### src/rtl/rv_iopmp_pkg.sv
// Shared types for the IOPMP request front end.
//  - access_t   : access type handed to the matcher
//  - burst_t    : AXI burst encoding
//  - req_desc_t : latched request descriptor
//  - state_t    : front-end FSM state
package rv_iopmp_pkg;

    localparam int unsigned IOPMP_ADDR_W = 64;
    localparam int unsigned IOPMP_DATA_W = 64;
    localparam int unsigned IOPMP_SID_W  = 8;

    typedef enum logic [1:0] {
        ACCESS_NONE  = 2'd0,
        ACCESS_READ  = 2'd1,
        ACCESS_WRITE = 2'd2
    } access_t;

    typedef enum logic [1:0] {
        BURST_FIXED = 2'd0,
        BURST_INCR  = 2'd1,
        BURST_WRAP  = 2'd2,
        BURST_RSVD  = 2'd3
    } burst_t;

    typedef struct packed {
        logic [IOPMP_ADDR_W-1:0] addr;
        logic [7:0]              len;
        logic [2:0]              size;
        burst_t                  burst;
        logic [IOPMP_SID_W-1:0]  sid;
        logic                    is_write;
    } req_desc_t;

    typedef enum logic [2:0] {
        ST_IDLE  = 3'd0,
        ST_CALC  = 3'd1,
        ST_ISSUE = 3'd2,
        ST_WAIT  = 3'd3,
        ST_RESP  = 3'd4
    } state_t;

    // WRAP bursts are only legal with 2, 4, 8 or 16 beats.
    function automatic logic wrap_len_ok(input logic [7:0] len);
        logic ok;
        case (len)
            8'd1, 8'd3, 8'd7, 8'd15: ok = 1'b1;
            default:                 ok = 1'b0;
        endcase
        return ok;
    endfunction

endpackage

### src/rtl/rv_iopmp_burst_calc.sv
// Combinational burst geometry for one request descriptor.
// Ports:
//  desc_i         : latched request descriptor
//  addr_o         : address to check (aligned down to the wrap boundary for WRAP)
//  total_length_o : bytes covered by the burst
//  num_bytes_o    : bytes per beat
//  malformed_o    : request cannot be checked and must be denied locally
module rv_iopmp_burst_calc
    import rv_iopmp_pkg::*;
#(
    parameter  int unsigned DATA_WIDTH = IOPMP_DATA_W,
    localparam int unsigned NB_W       = $clog2(DATA_WIDTH/8) + 1
) (
    input  req_desc_t               desc_i,
    output logic [IOPMP_ADDR_W-1:0] addr_o,
    output logic [IOPMP_ADDR_W-1:0] total_length_o,
    output logic [NB_W-1:0]         num_bytes_o,
    output logic                    malformed_o
);

    localparam logic [2:0] MAX_SIZE = 3'($clog2(DATA_WIDTH/8));

    logic [IOPMP_ADDR_W-1:0] beats_s;
    logic                    incr_ovf_s;

    // Beat size, burst length, wrap alignment and malformed detection.
    always_comb begin
        num_bytes_o    = NB_W'(1) << desc_i.size;
        beats_s        = IOPMP_ADDR_W'(desc_i.len) + IOPMP_ADDR_W'(1);
        total_length_o = IOPMP_ADDR_W'(1) << desc_i.size;
        addr_o         = desc_i.addr;
        case (desc_i.burst)
            BURST_FIXED: total_length_o = IOPMP_ADDR_W'(1) << desc_i.size;
            BURST_INCR:  total_length_o = beats_s << desc_i.size;
            BURST_WRAP:  total_length_o = beats_s << desc_i.size;
            default:     total_length_o = IOPMP_ADDR_W'(1) << desc_i.size;
        endcase
        if (desc_i.burst == BURST_WRAP) begin
            addr_o = desc_i.addr & ~(total_length_o - IOPMP_ADDR_W'(1));
        end else begin
            addr_o = desc_i.addr;
        end
        // total_length is never zero, so addr+len-1 overflows exactly when addr > 2^W - len.
        incr_ovf_s  = (desc_i.burst == BURST_INCR) &&
                      (desc_i.addr > (IOPMP_ADDR_W'(0) - total_length_o));
        malformed_o = (desc_i.size > MAX_SIZE) ||
                      (desc_i.burst == BURST_RSVD) ||
                      ((desc_i.burst == BURST_WRAP) && !wrap_len_ok(desc_i.len)) ||
                      incr_ovf_s;
    end

endmodule

### src/rtl/rv_iopmp_req_frontend.sv
// IOPMP request front end: round-robin AR/AW arbitration, burst geometry,
// single-outstanding issue to the matcher and decision return.
// Ports:
//  clk_i, rst_ni              : clock, async active-low reset
//  ar_* / aw_*                : AXI-style read / write request descriptors
//  transaction_en_o, addr_o, total_length_o, num_bytes_o, sid_o, access_type_o,
//  ml_ready_i, ml_valid_i, ml_allow_i : matcher interface
//  stall_i                    : freezes the whole front end
//  rsp_*                      : decision returned to the originating channel
module rv_iopmp_req_frontend
    import rv_iopmp_pkg::*;
#(
    parameter  int unsigned ADDR_WIDTH = IOPMP_ADDR_W,
    parameter  int unsigned DATA_WIDTH = IOPMP_DATA_W,
    parameter  int unsigned SID_WIDTH  = IOPMP_SID_W,
    localparam int unsigned NB_W       = $clog2(DATA_WIDTH/8) + 1
) (
    input  logic                  clk_i,
    input  logic                  rst_ni,
    input  logic                  ar_valid_i,
    output logic                  ar_ready_o,
    input  logic [ADDR_WIDTH-1:0] ar_addr_i,
    input  logic [7:0]            ar_len_i,
    input  logic [2:0]            ar_size_i,
    input  logic [1:0]            ar_burst_i,
    input  logic [SID_WIDTH-1:0]  ar_sid_i,
    input  logic                  aw_valid_i,
    output logic                  aw_ready_o,
    input  logic [ADDR_WIDTH-1:0] aw_addr_i,
    input  logic [7:0]            aw_len_i,
    input  logic [2:0]            aw_size_i,
    input  logic [1:0]            aw_burst_i,
    input  logic [SID_WIDTH-1:0]  aw_sid_i,
    output logic                  transaction_en_o,
    output logic [ADDR_WIDTH-1:0] addr_o,
    output logic [ADDR_WIDTH-1:0] total_length_o,
    output logic [NB_W-1:0]       num_bytes_o,
    output logic [SID_WIDTH-1:0]  sid_o,
    output access_t               access_type_o,
    input  logic                  ml_ready_i,
    input  logic                  ml_valid_i,
    input  logic                  ml_allow_i,
    input  logic                  stall_i,
    output logic                  rsp_valid_o,
    input  logic                  rsp_ready_i,
    output logic                  rsp_allow_o,
    output logic                  rsp_is_write_o,
    output logic                  rsp_local_o
);

    state_t                  state_q;
    req_desc_t               desc_q;
    logic                    prefer_aw_q;
    logic                    txn_en_q;
    logic [ADDR_WIDTH-1:0]   addr_q;
    logic [ADDR_WIDTH-1:0]   total_q;
    logic [NB_W-1:0]         nb_q;
    logic [SID_WIDTH-1:0]    sid_q;
    access_t                 access_q;
    logic                    rsp_valid_q;
    logic                    rsp_allow_q;
    logic                    rsp_is_write_q;
    logic                    rsp_local_q;

    logic                    grant_aw_s;
    logic                    accept_s;
    req_desc_t               sel_desc_s;
    logic [ADDR_WIDTH-1:0]   calc_addr_s;
    logic [ADDR_WIDTH-1:0]   calc_total_s;
    logic [NB_W-1:0]         calc_nb_s;
    logic                    calc_malformed_s;

    rv_iopmp_burst_calc #(
        .DATA_WIDTH (DATA_WIDTH)
    ) u_burst_calc (
        .desc_i         (desc_q),
        .addr_o         (calc_addr_s),
        .total_length_o (calc_total_s),
        .num_bytes_o    (calc_nb_s),
        .malformed_o    (calc_malformed_s)
    );

    // Round-robin grant and selection of the winning descriptor.
    always_comb begin
        // AW wins when it is alone, or when both are valid and AR was served last.
        grant_aw_s = aw_valid_i && (!ar_valid_i || prefer_aw_q);
        accept_s   = (state_q == ST_IDLE) && !stall_i;
        ar_ready_o = accept_s && ar_valid_i && !grant_aw_s;
        aw_ready_o = accept_s && grant_aw_s;
        if (grant_aw_s) begin
            sel_desc_s = '{addr: aw_addr_i, len: aw_len_i, size: aw_size_i,
                           burst: burst_t'(aw_burst_i), sid: aw_sid_i, is_write: 1'b1};
        end else begin
            sel_desc_s = '{addr: ar_addr_i, len: ar_len_i, size: ar_size_i,
                           burst: burst_t'(ar_burst_i), sid: ar_sid_i, is_write: 1'b0};
        end
    end

    // Front-end FSM with all outputs registered; stall freezes every register.
    always_ff @(posedge clk_i or negedge rst_ni) begin
        if (!rst_ni) begin
            state_q        <= ST_IDLE;
            desc_q         <= '0;
            prefer_aw_q    <= 1'b0;
            txn_en_q       <= 1'b0;
            addr_q         <= '0;
            total_q        <= '0;
            nb_q           <= '0;
            sid_q          <= '0;
            access_q       <= ACCESS_NONE;
            rsp_valid_q    <= 1'b0;
            rsp_allow_q    <= 1'b0;
            rsp_is_write_q <= 1'b0;
            rsp_local_q    <= 1'b0;
        end else if (stall_i) begin
            state_q <= state_q;
        end else begin
            case (state_q)
                ST_IDLE: begin
                    if (ar_ready_o || aw_ready_o) begin
                        desc_q  <= sel_desc_s;
                        state_q <= ST_CALC;
                    end
                end
                ST_CALC: begin
                    if (calc_malformed_s) begin
                        // Deny locally; the matcher never sees this request.
                        rsp_valid_q    <= 1'b1;
                        rsp_allow_q    <= 1'b0;
                        rsp_local_q    <= 1'b1;
                        rsp_is_write_q <= desc_q.is_write;
                        state_q        <= ST_RESP;
                    end else begin
                        addr_q   <= calc_addr_s;
                        total_q  <= calc_total_s;
                        nb_q     <= calc_nb_s;
                        sid_q    <= desc_q.sid;
                        access_q <= desc_q.is_write ? ACCESS_WRITE : ACCESS_READ;
                        txn_en_q <= 1'b1;
                        state_q  <= ST_ISSUE;
                    end
                end
                ST_ISSUE: begin
                    if (ml_ready_i) begin
                        txn_en_q <= 1'b0;
                        state_q  <= ST_WAIT;
                    end
                end
                ST_WAIT: begin
                    if (ml_valid_i) begin
                        rsp_valid_q    <= 1'b1;
                        rsp_allow_q    <= ml_allow_i;
                        rsp_local_q    <= 1'b0;
                        rsp_is_write_q <= desc_q.is_write;
                        state_q        <= ST_RESP;
                    end
                end
                ST_RESP: begin
                    if (rsp_ready_i) begin
                        rsp_valid_q    <= 1'b0;
                        rsp_allow_q    <= 1'b0;
                        rsp_local_q    <= 1'b0;
                        rsp_is_write_q <= 1'b0;
                        prefer_aw_q    <= !desc_q.is_write;
                        state_q        <= ST_IDLE;
                    end
                end
                default: state_q <= ST_IDLE;
            endcase
        end
    end

    assign transaction_en_o = txn_en_q;
    assign addr_o           = addr_q;
    assign total_length_o   = total_q;
    assign num_bytes_o      = nb_q;
    assign sid_o            = sid_q;
    assign access_type_o    = access_q;
    assign rsp_valid_o      = rsp_valid_q;
    assign rsp_allow_o      = rsp_allow_q;
    assign rsp_is_write_o   = rsp_is_write_q;
    assign rsp_local_o      = rsp_local_q;

endmodule

### config.mk
export PLATFORM = sky130hd
export DESIGN_NAME = rv_iopmp_req_frontend
export DESIGN_NICKNAME = d
export VERILOG_FILES = /design/src/rtl/rv_iopmp_pkg.sv /design/src/rtl/rv_iopmp_burst_calc.sv /design/src/rtl/rv_iopmp_req_frontend.sv
export SDC_FILE = /design/constraint.sdc
export NUM_CORES = 1
export LEC_CHECK = 0
export BUFFER_PORTS_ARGS = -buffer_cell sky130_fd_sc_hd__buf_2
export CORE_MARGIN = 2
export CORE_UTILIZATION = 55
export CTS_BUF_LIST = sky130_fd_sc_hd__clkbuf_4 sky130_fd_sc_hd__clkbuf_8
export DETAILED_ROUTE_END_ITERATION = 10
export PLACE_DENSITY_LB_ADDON = 0.05
export SLEW_MARGIN = 0
export SYNTH_ARGS = -nofsm -noshare
export SYNTH_HDL_FRONTEND = slang
export SYNTH_SLANG_ARGS = --single-unit
export TNS_END_PERCENT = 30
### constraint.sdc
create_clock -name clk_i -period 7.8 [get_ports clk_i]
set_input_delay 0.78 -clock clk_i [delete_from_list [all_inputs] [get_ports clk_i]]
set_output_delay 0.78 -clock clk_i [all_outputs]
set_load 0.05 [all_outputs]
==> impl_metrics.ini <==
[status]
status = complete, no violations

[finish]
layout.nets = 1653
antenna_cells = 0
drive_above_1_share = 0.280
area_delta_synth_final_pct = 16.6
final_util = 0.656

[detailed_routing]
drc_errors = 0
wl_per_cell_microns = 18.1
drtAntennaViolNets = 0
totalWireLength_mm = 30.6
dr.pass1.iters = 5
drtIter0Drc = 511
viasPerCell = 5.69
detailroute.via_count = 9600

[synth]
synth_ff_type = dfrtp_1
ys_top_cells_by_area = dfrtp_1 (41%), mux2i_1 (8.4%), ha_1 (7.5%)
synth-seq-cells = 189
synth_cell_type_count = 77
ys_warn_count = 0
yosys.area.top_type = dfrtp_1
yosysTopAreaCellShare = 0.412
synth_seq_area_share = 0.412
async_flop_share = 1.00
synthCells = 1153
postSynthAreaPerCell_sq_um = 9.94
syn_area_sq_um = 11500
synth_edf_count = 0

[global_route]
grt_overflow_total = 0
grt_use_met1 = 0.426
grt_pass1_vias = 9068
grt_pass1_wl_mm = 48.5
grt.busiest_layer = met1
grt_max_degree = 112
antenna_found_initial = 0
use_met3 = 0.0552
grt_use_total = 0.280
use_met2 = 0.416

[floorplan]
io_pins = 328
start_util = 0.563
num_rows = 52
core_sq_um = 20400
dieHeight_microns = 148
die_w_microns = 148
die_area_sq_um = 22000

[hold_path]
hold_path.class = in2async

[setup_path]
reg2regPathDepth = 25
max_stage_delay_ns = 0.53
worst-path-stages = 25
critical_path.max_fanout = 27
crit_family = compound AO/OA/AOI/OAI gates
path_class = reg2reg
cp-start-kind = flip-flop
critPathCaptureType = flip-flop
arrival_ns = 7.46
cpMaxStageDelayCell = a2111oi_0
path_buf_inv = 2
path_common_cell = nor2_1
worst_ep_required_time_ns = 8.15

[sta]
tns_ns = 0
fmaxAchievable_mhz = 141
slew_headroom = 0.326
rsz0062_at_grt = no
fin_crit_ns = 7.11
hold_viol_final = 0
worstMarginPinSlew_ns = 1.01
skew_ns = 0.0293
period_share = 0.911
setup_viol = 0
drv_slew = 0

[clock_network]
hold_buffers = 0
cts_sinks = 189
cts_max_path_buffers = 2
clkTransAtPathRegs_ns = 0.11
cts_buffers = 17
cts_root_buffer = clkbuf_8
clkLatencyLatePin_ns = 0.48
htreeDepth = 4
cts_tree = built

[flow_run]
maxCapViolCount = 0

[placement]
hpwl_mm = 23.0
gp_congestion = 0.926
io_buffers = 279

[pwr]
vdd_drop_max_mv = 0.260
power_density_nw_per_um2 = 517
p_leak_nw = 6.80
==> power by group <==
part	switching [W]	internal [W]	total, W
Clock	0.000412	0.000244	0.000656
Sequential	0.000414	0.00141	0.00183
Combinational	0.00292	0.00151	0.00443
Total	0.00375	0.00317	0.00692
==> flip-flops by register name, indices dropped and copies added (netlist names) <==
name	cells
access_type_o	2
addr_o	64
desc_q	86
num_bytes_o	4
prefer_aw_q	1
rsp_allow_o	1
rsp_is_write_o	1
rsp_local_o	1
rsp_valid_o	1
sid_o	8
state_q	3
total_length_o	16
transaction_en_o	1
==> cell usage in the layout (no fill, tap or decap), drive strengths merged, types with 10 or more instances in the layout <==
cell	n
a211oi	11
a21boi	12
a21o	11
a21oi	101
a22o	46
and2	17
buf	297
clkbuf	18
clkinv	10
conb	48
dfrtp	189
ha	69
inv	31
mux2	40
mux2i	96
nand2	56
nand3	23
nand4	12
nor2	123
nor2b	10
nor3	27
o21ai	31
xnor2	20
==> through the flow <==
stage          worst slack [ns]  power [W]  hold slack [ns]  instances  area (sq um)
2_1_floorplan              1.88    0.00501            0.445       1200         11600
3_3_place_gp              0.723    0.00617            0.456       1656         12900
3_5_place_dp              0.644    0.00620            0.468       1656         12900
4_1_cts                   0.563    0.00689            0.431       1688         13300
5_1_grt                   0.183    0.00744            0.453       1688         13400
6_report                  0.692    0.00692            0.391       1688         13400
==> cell families (layout without fill, tap and decap cells) <==
| kind of cell | Yosys count | after routing | share of synthesized area |
|---|---|---|---|
| buffers and inverters | 138 | 356 | 0.0643 |
| AND/OR/NAND/NOR | 314 | 314 | 0.134 |
| flip-flops | 189 | 189 | 0.412 |
| other | 1 | 48 | 0.000327 |
| adder cells (fa/ha/maj) | 69 | 69 | 0.0753 |
| multiplexers | 136 | 136 | 0.123 |
| AO/OA/AOI/OAI | 280 | 280 | 0.171 |
| XOR/XNOR | 26 | 26 | 0.0199 |
==> final timing paths <==
check | startpoint | end | slack [ns]
hold / removal | rst_ni | desc_q[15]$_DFFE_PN0P_ | 0.39
setup / recovery | desc_q[9]$_DFFE_PN0P_ | num_bytes_o[2]$_DFFE_PN0P_ | 0.69
setup reg to reg | desc_q[9]$_DFFE_PN0P_ | num_bytes_o[2]$_DFFE_PN0P_ | 0.69
min in group clk_i | rsp_valid_o$_DFFE_PN0P_ | rsp_valid_o$_DFFE_PN0P_ | 0.49
max in group asynchronous | rst_ni | addr_o[53]$_DFFE_PN0P_ | 5.92
hold reg to reg | rsp_valid_o$_DFFE_PN0P_ | rsp_valid_o$_DFFE_PN0P_ | 0.49
==> layout make-up <==
class / count / area [sq um]
Clock buffer: 17 / 234
Clock inverter: 15 / 171
Fill cell: 1681 / 7000
Inverter: 26 / 97.6
Multi-Input combinational cell: 873 / 6250
Sequential cell: 189 / 4730
Tap cell: 270 / 338
Timing Repair Buffer: 298 / 1550
==> what timing repair did <==
action / CTS / global route
buffers inserted: 0 / 0
endpoints found under the hold margin: 0 / 0
endpoints found under the setup margin: 0 / 84
resized for setup: 0 / 3
==> cell usage after synthesis, types with 6 or more instances <==
library cell  count
dfrtp_1         189
nor2_1          123
a21oi_1         101
mux2i_1          96
ha_1             69
nand2_1          55
buf_4            52
a22o_1           46
clkbuf_1         36
mux2_2           36
o21ai_0          29
inv_1            25
nor3_1           24
nand3_1          20
xnor2_1          20
buf_2            19
and2_1           17
a21boi_0         12
nand4_1          12
a21o_1           11
a211oi_1         10
nor2b_1          10
and3_1            7
nand2b_1          7
nor4_1            6
or3_1             6
xor2_1            6
==> worst reg2reg max path: cells and delay by family, from the launching register on <==
family,cells,cell delay [ns]
AO/OA/AOI/OAI,9,2.39
XOR/XNOR,1,0.16
adder cells (fa/ha/maj),2,0.83
buffers and inverters,2,0.43
flip-flops,1,0.41
multiplexers,1,0.39
AND/OR/NAND/NOR,10,2.38
==> metal layers <==
metal / vias to the layer above / routed length, microns
met2: 381 / 13500
met5: - / 0
met1: 4590 / 14500
met4: 0 / 378
li1: 4605 / -
met3: 24 / 2250
Note: power is estimated with default switching activity, not from simulation.
